==> src/rtl/dmem_arbiter_pkg.sv <==
// dmem_arbiter_pkg: shared definitions for the data-memory arbiter.
//   - arb_state_e : arbiter FSM states (LOAD, DRAIN, RUN)
//   - gnt_sel_e   : which requester owns the RAM port this cycle
//   - DEF_AW / DEF_FIFO_DEPTH : default parameter values
//   - sat_inc8    : saturating 8-bit increment used by the drop counter
package dmem_arbiter_pkg;

  localparam int DEF_AW         = 14;
  localparam int DEF_FIFO_DEPTH = 4;

  typedef enum logic [1:0] {
    LOAD  = 2'd0,
    DRAIN = 2'd1,
    RUN   = 2'd2
  } arb_state_e;

  typedef enum logic [1:0] {
    GNT_NONE = 2'd0,
    GNT_CPU  = 2'd1,
    GNT_FIFO = 2'd2,
    GNT_DBG  = 2'd3
  } gnt_sel_e;

  // Increment that sticks at 8'hFF instead of wrapping.
  function automatic logic [7:0] sat_inc8(input logic [7:0] v);
    if (v == 8'hFF) begin
      return v;
    end else begin
      return v + 8'd1;
    end
  endfunction

endpackage

==> src/rtl/arb_wr_fifo.sv <==
// arb_wr_fifo: loader write buffer holding {address, data} entries.
// Ports:
//   clock, reset          : rising-edge clock, async active-high reset
//   push_i, push_adr_i,
//   push_dat_i            : enqueue request (ignored while full)
//   pop_i                 : dequeue request (ignored while empty)
//   full_o, empty_o       : occupancy flags
//   head_adr_o, head_dat_o: oldest entry, valid while !empty_o
// DEPTH must be a power of two >= 2 so the pointers wrap on their own.
module arb_wr_fifo
  import dmem_arbiter_pkg::*;
#(
  parameter int AW    = DEF_AW,
  parameter int DEPTH = DEF_FIFO_DEPTH
) (
  input  logic          clock,
  input  logic          reset,
  input  logic          push_i,
  input  logic [AW-1:0] push_adr_i,
  input  logic [31:0]   push_dat_i,
  input  logic          pop_i,
  output logic          full_o,
  output logic          empty_o,
  output logic [AW-1:0] head_adr_o,
  output logic [31:0]   head_dat_o
);

  localparam int          PW      = $clog2(DEPTH);
  localparam logic [PW:0] DEPTH_C = (PW+1)'(DEPTH);

  logic [AW-1:0] adr_mem_q [DEPTH];
  logic [31:0]   dat_mem_q [DEPTH];
  logic [PW-1:0] wr_ptr_q, wr_ptr_d;
  logic [PW-1:0] rd_ptr_q, rd_ptr_d;
  logic [PW:0]   count_q, count_d;
  logic          do_push;
  logic          do_pop;

  assign full_o     = (count_q == DEPTH_C);
  assign empty_o    = (count_q == (PW+1)'(0));
  // A push while full is dropped even if a pop happens in the same cycle.
  assign do_push    = push_i && !full_o;
  assign do_pop     = pop_i && !empty_o;
  assign head_adr_o = adr_mem_q[rd_ptr_q];
  assign head_dat_o = dat_mem_q[rd_ptr_q];

  // Next pointers and occupancy; simultaneous push and pop leave the count unchanged.
  always_comb begin
    wr_ptr_d = wr_ptr_q;
    rd_ptr_d = rd_ptr_q;
    count_d  = count_q;
    if (do_push) begin
      wr_ptr_d = wr_ptr_q + PW'(1);
    end else begin
      wr_ptr_d = wr_ptr_q;
    end
    if (do_pop) begin
      rd_ptr_d = rd_ptr_q + PW'(1);
    end else begin
      rd_ptr_d = rd_ptr_q;
    end
    case ({do_push, do_pop})
      2'b10:   count_d = count_q + (PW+1)'(1);
      2'b01:   count_d = count_q - (PW+1)'(1);
      default: count_d = count_q;
    endcase
  end

  // Pointer and count registers.
  always_ff @(posedge clock or posedge reset) begin
    if (reset) begin
      wr_ptr_q <= PW'(0);
      rd_ptr_q <= PW'(0);
      count_q  <= (PW+1)'(0);
    end else begin
      wr_ptr_q <= wr_ptr_d;
      rd_ptr_q <= rd_ptr_d;
      count_q  <= count_d;
    end
  end

  // Entry storage; contents are don't-care while the count says empty.
  always_ff @(posedge clock) begin
    if (do_push) begin
      adr_mem_q[wr_ptr_q] <= push_adr_i;
      dat_mem_q[wr_ptr_q] <= push_dat_i;
    end
  end

endmodule

==> src/rtl/dmem_arbiter.sv <==
// dmem_arbiter: shares one single-port synchronous data RAM between the CPU
// and a UART program loader (plus an optional debug read-back port).
// Ports:
//   clock, reset                  : rising-edge clock, async active-high reset
//   cpu_req/we/addr/wdata         : CPU access request
//   cpu_rdata                     : read data, valid the cycle after a read grant, then held
//   cpu_stall                     : CPU must hold its request (LOAD/DRAIN only)
//   upg_wen_i/adr_i/dat_i         : loader word-write strobe (already synchronised)
//   upg_done_i                    : loader finished
//   upg_full                      : loader buffer full
//   mem_we/addr/wdata, mem_rdata  : RAM port (read data one cycle after address)
//   load_busy                     : FSM in LOAD or DRAIN
//   drop_cnt                      : saturating count of strobes lost while full
//   dbg_req/addr, dbg_rdata       : only when DMEM_ARB_RDBK_EN is defined;
//                                   lowest-priority read-only port, RUN only
module dmem_arbiter
  import dmem_arbiter_pkg::*;
#(
  parameter int AW         = DEF_AW,
  parameter int FIFO_DEPTH = DEF_FIFO_DEPTH
) (
  input  logic          clock,
  input  logic          reset,
  input  logic          cpu_req,
  input  logic          cpu_we,
  input  logic [AW-1:0] cpu_addr,
  input  logic [31:0]   cpu_wdata,
  output logic [31:0]   cpu_rdata,
  output logic          cpu_stall,
  input  logic          upg_wen_i,
  input  logic [AW-1:0] upg_adr_i,
  input  logic [31:0]   upg_dat_i,
  input  logic          upg_done_i,
  output logic          upg_full,
  output logic          mem_we,
  output logic [AW-1:0] mem_addr,
  output logic [31:0]   mem_wdata,
  input  logic [31:0]   mem_rdata,
  output logic          load_busy,
`ifdef DMEM_ARB_RDBK_EN
  input  logic          dbg_req,
  input  logic [AW-1:0] dbg_addr,
  output logic [31:0]   dbg_rdata,
`endif
  output logic [7:0]    drop_cnt
);

  arb_state_e    state_q, state_d;
  gnt_sel_e      gnt;
  logic          fifo_full;
  logic          fifo_empty;
  logic [AW-1:0] head_adr;
  logic [31:0]   head_dat;
  logic [AW-1:0] addr_q;
  logic [31:0]   wdata_q;
  logic [7:0]    drop_q, drop_d;
  logic          cpu_rd_q;
  logic [31:0]   cpu_hold_q;
`ifdef DMEM_ARB_RDBK_EN
  logic          dbg_rd_q;
  logic [31:0]   dbg_hold_q;
`endif

  arb_wr_fifo #(
    .AW    (AW),
    .DEPTH (FIFO_DEPTH)
  ) u_fifo (
    .clock      (clock),
    .reset      (reset),
    .push_i     (upg_wen_i),
    .push_adr_i (upg_adr_i),
    .push_dat_i (upg_dat_i),
    .pop_i      (gnt == GNT_FIFO),
    .full_o     (fifo_full),
    .empty_o    (fifo_empty),
    .head_adr_o (head_adr),
    .head_dat_o (head_dat)
  );

  assign upg_full  = fifo_full;
  assign drop_cnt  = drop_q;
  assign load_busy = (state_q != RUN);
  assign cpu_stall = cpu_req && (state_q != RUN);
  // RAM output is already a register; between reads the last value is replayed.
  assign cpu_rdata = cpu_rd_q ? mem_rdata : cpu_hold_q;
`ifdef DMEM_ARB_RDBK_EN
  assign dbg_rdata = dbg_rd_q ? mem_rdata : dbg_hold_q;
`endif

  // FSM next state; DRAIN leaves once the buffer is seen empty.
  always_comb begin
    state_d = state_q;
    case (state_q)
      LOAD: begin
        if (upg_done_i) state_d = DRAIN;
        else            state_d = LOAD;
      end
      DRAIN: begin
        if (fifo_empty) state_d = RUN;
        else            state_d = DRAIN;
      end
      RUN: begin
        if (!upg_done_i) state_d = LOAD;
        else             state_d = RUN;
      end
      default: state_d = LOAD;
    endcase
  end

  // Port grant: loader owns the port outside RUN; in RUN the CPU wins, then buffer, then debug.
  always_comb begin
    gnt = GNT_NONE;
    case (state_q)
      LOAD, DRAIN: begin
        if (!fifo_empty) gnt = GNT_FIFO;
        else             gnt = GNT_NONE;
      end
      RUN: begin
        if (cpu_req) begin
          gnt = GNT_CPU;
        end else if (!fifo_empty) begin
          gnt = GNT_FIFO;
        end else begin
`ifdef DMEM_ARB_RDBK_EN
          if (dbg_req) gnt = GNT_DBG;
          else         gnt = GNT_NONE;
`else
          gnt = GNT_NONE;
`endif
        end
      end
      default: gnt = GNT_NONE;
    endcase
  end

  // RAM port mux; with no grant the address and data hold their last values.
  always_comb begin
    mem_we    = 1'b0;
    mem_addr  = addr_q;
    mem_wdata = wdata_q;
    case (gnt)
      GNT_CPU: begin
        mem_we    = cpu_we;
        mem_addr  = cpu_addr;
        mem_wdata = cpu_wdata;
      end
      GNT_FIFO: begin
        mem_we    = 1'b1;
        mem_addr  = head_adr;
        mem_wdata = head_dat;
      end
      GNT_DBG: begin
        mem_we = 1'b0;
`ifdef DMEM_ARB_RDBK_EN
        mem_addr = dbg_addr;
`endif
      end
      default: mem_we = 1'b0;
    endcase
  end

  // Drop counter next value.
  always_comb begin
    if (upg_wen_i && fifo_full) drop_d = sat_inc8(drop_q);
    else                        drop_d = drop_q;
  end

  // State, held RAM port values, read-data tracking and drop counter.
  always_ff @(posedge clock or posedge reset) begin
    if (reset) begin
      state_q    <= LOAD;
      addr_q     <= {AW{1'b0}};
      wdata_q    <= 32'h0;
      drop_q     <= 8'h0;
      cpu_rd_q   <= 1'b0;
      cpu_hold_q <= 32'h0;
`ifdef DMEM_ARB_RDBK_EN
      dbg_rd_q   <= 1'b0;
      dbg_hold_q <= 32'h0;
`endif
    end else begin
      state_q    <= state_d;
      addr_q     <= mem_addr;
      wdata_q    <= mem_wdata;
      drop_q     <= drop_d;
      cpu_rd_q   <= (gnt == GNT_CPU) && !cpu_we;
      cpu_hold_q <= cpu_rdata;
`ifdef DMEM_ARB_RDBK_EN
      dbg_rd_q   <= (gnt == GNT_DBG);
      dbg_hold_q <= dbg_rdata;
`endif
    end
  end

endmodule
==> config.mk <==
export PLATFORM = sky130hd
export DESIGN_NAME = dmem_arbiter
export DESIGN_NICKNAME = d
export VERILOG_FILES = /design/src/rtl/dmem_arbiter_pkg.sv /design/src/rtl/arb_wr_fifo.sv /design/src/rtl/dmem_arbiter.sv
export SDC_FILE = /design/constraint.sdc
export NUM_CORES = 1
export LEC_CHECK = 0
export ABC_AREA = 1
export CAP_MARGIN = 10
export CELL_PAD_IN_SITES_DETAIL_PLACEMENT = 2
export CELL_PAD_IN_SITES_GLOBAL_PLACEMENT = 2
export CORE_UTILIZATION = 35
export DETAILED_ROUTE_END_ITERATION = 10
export PLACE_DENSITY = 0.87
export SYNTH_ARGS = -nofsm -noshare
export SYNTH_HDL_FRONTEND = slang
export SYNTH_HIERARCHICAL = 1
export SYNTH_SLANG_ARGS = --single-unit
export TNS_END_PERCENT = 100
==> constraint.sdc <==
create_clock -name clock -period 5.9 [get_ports clock]
set_input_delay 1.18 -clock clock [delete_from_list [all_inputs] [get_ports clock]]
set_output_delay 1.18 -clock clock [all_outputs]
set_load 0.03 [all_outputs]
==> qor.yml, run 1 <==
finalMaxSlewViolations: 0
fin_tns_setup_ns: 0
multi_input_area_sq_um: 3440
numCtsBuffers: 34
overflow: 0
cpPeakStageDelay_ns: 0.74
cts_setup_buffers: 0
hold_violations: 0
whs_ns: 0.495
async_flop_share: 0.343
seq_area_sq_um: 7930
synth_ff_type: "edfxtp_1"
clk_pin_slew_ns: 0.06
layout.cells.non_filler: 1709
synth_area_sq_um: 12300
clk_path_buf_depth: 3
synthTopCellsByArea: "edfxtp_1 (45%), dfrtp_1 (19%), nand2_1 (5.9%), o211ai_2 (5.4%), a21oi_1 (3.8%)"
synth.top_cell.area_share: 0.448
rr_startpoint: "u_fifo/count_q[2]$_DFFE_PP0P_"
p_comb_frac: 0.527
arrival_ns: 4.19
fin_crit_sh: 0.910
cp-end-kind: "output pin"
cts.sinks: 280
grt_max_degree: 150
fin_crit_ns: 5.37
path_buf_inv: 6
die_height_microns: 190
rsz0062_at_grt: "no"
cts_hold_buf: 0
yosysUniqueCellTypes: 32
antenna_cells: 0
fmax_mhz: 186
drv_cap: 0
place_ws_ns: 0.473
power_frac_clock: 0.194
yosysTopAreaCell: "edfxtp_1"
setup_ws_ns: 0.534
ys_ff_latch: 280
clock-root-buffer: "clkbuf_16"
antenna_found_initial: 4
status: "finished, final reports clean"
gp_congestion: 0.703
dp_hpwl_microns: 24300
path_cells: "clkdlybuf4s50_1, inv_1, nand2_1, a21oi_1, inv_1, ha_2, inv_2, buf_4, nor2_1, a21oi_1, clkdlybuf4s50_1"
syn_nets: 1147
first_pass_iters: 4
synthCells: 1008
htreeDepth: 2
startpoint: "cpu_req"
yosysWarnings: 6
wl_microns: 36900
io_pins: 220
irDropWorstVdd_mv: 0.509
finalPower_mw: 10.4
fp.dieArea_sq_um: 36000
cp-start-kind: "primary input"
drt_iter0_drc: 284
grt_pass1_vias: 9745
cts_tree: "built"
final_area_sq_um: 15900
viasPerCell: 4.94
hp-start: "cpu_hold_q[14]$_DFF_PP0_"
grt_usage: 0.208
pwr-share-seq: 0.279
synth_edf_count: 184
power.leakage_nw: 6.38
p_sw_frac: 0.440
vias: 8445
die_x_microns: 190
critPathTopFamily: "buffers and inverters"
ys_seq_area_frac: 0.643
dp.cells: 1648
core_sq_um: 34600
worst-slew-pin-transition_ns: 1.07
port_buffers: 219
fin_skew_ns: 0.0172
netlist_top_cells_count: "nand2_1 (193), edfxtp_1 (184), inv_1 (121), dfrtp_1 (96), a21oi_1 (94)"
worst_ep_required_time_ns: 4.72
grt_pass1_wl_microns: 56600
cts_resized: 0
routedWlPerCell_microns: 21.6
synth.most_common_cell: "nand2_1"
place_area_sq_um: 14800
p_sw_mw: 4.59
start_util: 0.356
crit_type: "in -> out"
drive_above_1_share: 0.179
postRouteAntennaNets: 0
intPower_mw: 5.83
cp_slowest_cell: "clkdlybuf4s50_1"
drc_errors: 0
hold_path.class: "reg -> reg"
rrSetupSlack_ns: 2.61
pwr_density_cell_nw_per_um2: 657
insertion_delay_ns: 0.50
fillers: 3447
crit_fanout: 24
synth_area_per_cell_sq_um: 12.2
nets: 1368
area_delta_synth_final_pct: 28.7
fin_util: 0.458
finalSetupViolCount: 0
slew_headroom: 0.289
core.rowCount: 68
-- power groups by stage --
stage / clock network, mW / logic [mW] / registers, mW
after floorplan: 0 / 3.55 / 2.90
after global routing: 2.16 / 5.86 / 2.95
after CTS: 2.09 / 5.58 / 2.92
after detailed placement: 0 / 5.50 / 2.94
final: 2.02 / 5.49 / 2.91
after global placement: 0 / 5.29 / 2.89
-- final cells by class --
class / instances / area share
clock inverter: 17 / 0.00773
tap: 455 / 0.0359
multi-input combinational: 548 / 0.217
inverter: 127 / 0.0308
timing repair buffer: 238 / 0.148
sequential: 280 / 0.500
clock buffer: 44 / 0.0606
-- metal layers --
metal	vias up	routed length [microns]	global-route usage
li1	3858	-	-
met1	4264	14400	0.233
met2	255	19600	0.398
met3	60	2110	0.0419
met4	8	778	0.0518
met5	-	57	0
-- worst paths after layout --
| check | endpoint | cells after the start |
|---|---|---|
| min reg2reg | cpu_hold_q[14]$_DFF_PP0_ | 1 |
| min | cpu_hold_q[14]$_DFF_PP0_ | 1 |
| max | mem_wdata[7] | 11 |
| max reg2reg | u_fifo/count_q[2]$_DFFE_PP0P_ | 15 |
| max in group asynchronous | cpu_rd_q$_DFF_PP0_ | 3 |
| min in group asynchronous | u_fifo/count_q[2]$_DFFE_PP0P_ | 2 |
-- cell families (layout without fill, tap and decap cells) --
kind of cell,Yosys count,after routing,synth area share
AND/OR/NAND/NOR,313,313,0.108
XOR/XNOR,4,4,0.00284
multiplexers,32,32,0.0384
adder cells (fa/ha/maj),9,9,0.00974
buffers and inverters,180,426,0.0808
flip-flops,280,280,0.643
AO/OA/AOI/OAI,190,190,0.117
-- registers in the layout (all words and copies together) (netlist names), 3 cells and up --
register / flops
u_fifo/dat_mem_q: 128
addr_q: 14
u_fifo/count_q: 3
cpu_hold_q: 32
u_fifo/adr_mem_q: 56
wdata_q: 32
drop_cnt: 8
-- cells in the final DEF (no fill, tap or decap), drive strengths merged, types with 3 or more instances in the layout --
master,instances
o21ai,4
buf,19
o211ai,92
ha,8
clkinvlp,3
clkbuf,44
nand3,10
nand2,241
inv,128
clkinv,12
a21oi,94
edfxtp,184
clkdlybuf4s50,219
mux2,32
nor2,60
xnor2,3
dfrtp,96
(Power assumes the default switching activity.)
==> run 2: changes to the inputs <==
--- a/config.mk
+++ b/config.mk
@@ -11,9 +11,8 @@
 export CELL_PAD_IN_SITES_GLOBAL_PLACEMENT = 2
 export CORE_UTILIZATION = 35
 export DETAILED_ROUTE_END_ITERATION = 10
-export PLACE_DENSITY = 0.87
+export PLACE_DENSITY = 0.91
 export SYNTH_ARGS = -nofsm -noshare
 export SYNTH_HDL_FRONTEND = slang
-export SYNTH_HIERARCHICAL = 1
 export SYNTH_SLANG_ARGS = --single-unit
 export TNS_END_PERCENT = 100
==> run 2 against run 1 <==
Against the previous run: area after synthesis is 2.5% lower; critical path depth is 1 lower; routed wire length is 17% higher; worst hold slack worse by 0.0055 ns; final cell count is 9.8% higher; die area is 2.5% lower; first-iteration DRC count is 67% higher; sequential power hardly changed; critical path type unchanged; critical endpoint is now mem_wdata[25]; largest power group unchanged; highest routed layer unchanged.
==> qor.yml, run 2 <==
clk_path_buf_depth: 3
die_x_microns: 187
fin_crit_ns: 5.29
cts_hold_buf: 0
vias: 9256
drt_iter0_drc: 473
crit_fanout: 23
synth_ff_type: "edfxtp_1"
dp_hpwl_microns: 27000
arrival_ns: 4.11
layout.cells.non_filler: 1877
fin_util: 0.466
insertion_delay_ns: 0.57
io_pins: 220
whs_ns: 0.490
wl_microns: 43200
core.rowCount: 67
fin_crit_sh: 0.897
power.leakage_nw: 6.99
viasPerCell: 4.93
gp_congestion: 0.721
place_area_sq_um: 14700
critPathTopFamily: "buffers and inverters"
drc_errors: 0
worst_ep_required_time_ns: 4.72
routedWlPerCell_microns: 23.0
cts_resized: 0
synth_area_per_cell_sq_um: 10.2
grt_max_degree: 94
async_flop_share: 0.343
cp-end-kind: "output pin"
start_util: 0.357
die_height_microns: 187
yosysUniqueCellTypes: 25
numCtsBuffers: 31
netlist_top_cells_count: "nand2_1 (317), inv_1 (210), edfxtp_1 (184), a21oi_1 (98), nand3_1 (98)"
final_area_sq_um: 15700
fin_tns_setup_ns: 0
port_buffers: 219
yosysWarnings: 0
fillers: 3429
path_cells: "clkdlybuf4s50_1, inv_1, a21oi_1, nor2_1, inv_1, ha_2, buf_4, a21oi_1, a21oi_1, clkdlybuf4s50_1"
fmax_mhz: 189
synth_edf_count: 184
first_pass_iters: 5
syn_nets: 1318
synth.most_common_cell: "nand2_1"
ys_ff_latch: 280
yosysTopAreaCell: "edfxtp_1"
hold_path.class: "reg -> reg"
clock-root-buffer: "clkbuf_16"
cts.sinks: 280
drv_cap: 0
rsz0062_at_grt: "no"
synthTopCellsByArea: "edfxtp_1 (46%), dfrtp_1 (20%), nand2_1 (9.9%), inv_1 (6.6%), a21oi_1 (4.1%)"
finalMaxSlewViolations: 0
irDropWorstVdd_mv: 0.378
worst-slew-pin-transition_ns: 1.12
synth.top_cell.area_share: 0.460
overflow: 0
cts_setup_buffers: 0
mostFrequentLayoutCells: "nand2_1 (317), clkdlybuf4s50_1 (219), inv_1 (209)"
setup_ws_ns: 0.605
slew_headroom: 0.252
place_ws_ns: 0.658
dp.cells: 1811
grt_usage: 0.246
synthCells: 1179
largest_register: "u_fifo.dat_mem_q"
largestRegisters: "u_fifo.dat_mem_q (128), u_fifo.adr_mem_q (56)"
seq_area_sq_um: 7930
pwr_density_cell_nw_per_um2: 652
grt_pass1_vias: 10800
cpPeakStageDelay_ns: 0.78
grt_pass1_wl_microns: 65700
status: "finished, final reports clean"
clk_pin_slew_ns: 0.06
cp-start-kind: "primary input"
antenna_found_initial: 9
multi_input_area_sq_um: 3020
finalPower_mw: 10.2
core_sq_um: 33600
area_delta_synth_final_pct: 30.3
synth_area_sq_um: 12000
cp_slowest_cell: "clkdlybuf4s50_1"
fp.dieArea_sq_um: 35100
hold_violations: 0
finalSetupViolCount: 0
cts_tree: "built"
path_buf_inv: 5
fin_skew_ns: 0.0258
layout_commonest_cell: "nand2_1"
ys_seq_area_frac: 0.660
cp_common_cell: "a21oi_1"
largest_reg_flops: 128
nets: 1535
drive_above_1_share: 0.0549
postRouteAntennaNets: 0
htreeDepth: 1
crit_type: "in -> out"
[run 2: cell types whose count changed in the layout (fill, tap and decap cells not counted), moves of 5 or more]
cell / change
nand2_1: +124
inv_1: +89
nand3_1: +89
o211ai_2: -53
nand2_2: -47
o211ai_1: -39
mux2_1: +30
mux2_4: -30
clkbuf_1: +9
diode_2: +8
clkbuf_16: -5
[run 2: logic make-up (layout without fill, tap and decap cells)]
logic type | after synthesis | in the layout | share of synthesized area
flops | 280 | 280 | 0.660
mux | 32 | 32 | 0.0300
buf+inv | 269 | 511 | 0.0916
xor+xnor | 7 | 7 | 0.00510
simple gates | 479 | 479 | 0.161
other cells | 0 | 8 | 0
compound gates | 103 | 103 | 0.0430
fa+ha+maj | 9 | 9 | 0.0100
[run 2: worst paths after layout]
| check | from | endpoint | slack, ns | cells past startpoint |
|---|---|---|---|---|
| worst min-delay path | cpu_hold_q[26]$_DFF_PP0_ | cpu_hold_q[26]$_DFF_PP0_ | 0.49 | 1 |
| worst max register to register | u_fifo.count_q[0]$_DFFE_PP0P_ | u_fifo.count_q[2]$_DFFE_PP0P_ | 2.60 | 14 |
| worst min register to register | cpu_hold_q[26]$_DFF_PP0_ | cpu_hold_q[26]$_DFF_PP0_ | 0.49 | 1 |
| min in group asynchronous | reset | addr_q[9]$_DFF_PP0_ | 1.03 | 2 |
| max in group asynchronous | reset | u_fifo.rd_ptr_q[0]$_DFFE_PP0P_ | 3.84 | 3 |
| worst max-delay path | cpu_req | mem_wdata[25] | 0.61 | 10 |
[run 2: final cells by class]
| cell class | count | share of cell area |
|---|---|---|
| Antenna cell | 8 | 0.00128 |
| Clock buffer | 48 | 0.0555 |
| Clock inverter | 10 | 0.00511 |
| Inverter | 217 | 0.0522 |
| Multi-Input combinational cell | 630 | 0.193 |
| Sequential cell | 280 | 0.507 |
| Tap cell | 448 | 0.0358 |
| Timing Repair Buffer | 236 | 0.151 |
[run 2: layer usage]
layer,track usage,share of wire,up-vias
met2,0.466,0.55,202
met4,0.108,0.037,4
li1,-,-,4175
met5,0,0.00056,-
met1,0.271,0.38,4791
met3,0.0340,0.033,84
[run 2: power by group]
group | internal [mW] | switching [mW]
clock network | 1.05 | 0.806
registers | 2.71 | 0.206
logic | 1.79 | 3.64
total | 5.56 | 4.65
==> run 3: changes to the inputs <==
--- a/config.mk
+++ b/config.mk
@@ -12,6 +12,7 @@
 export CORE_UTILIZATION = 35
 export DETAILED_ROUTE_END_ITERATION = 10
 export PLACE_DENSITY = 0.91
+export SKIP_CTS_REPAIR_TIMING = 1
 export SYNTH_ARGS = -nofsm -noshare
 export SYNTH_HDL_FRONTEND = slang
 export SYNTH_SLANG_ARGS = --single-unit
==> results of run 3 <==
Final layout, timing and power as in run 2 (identical DEF).
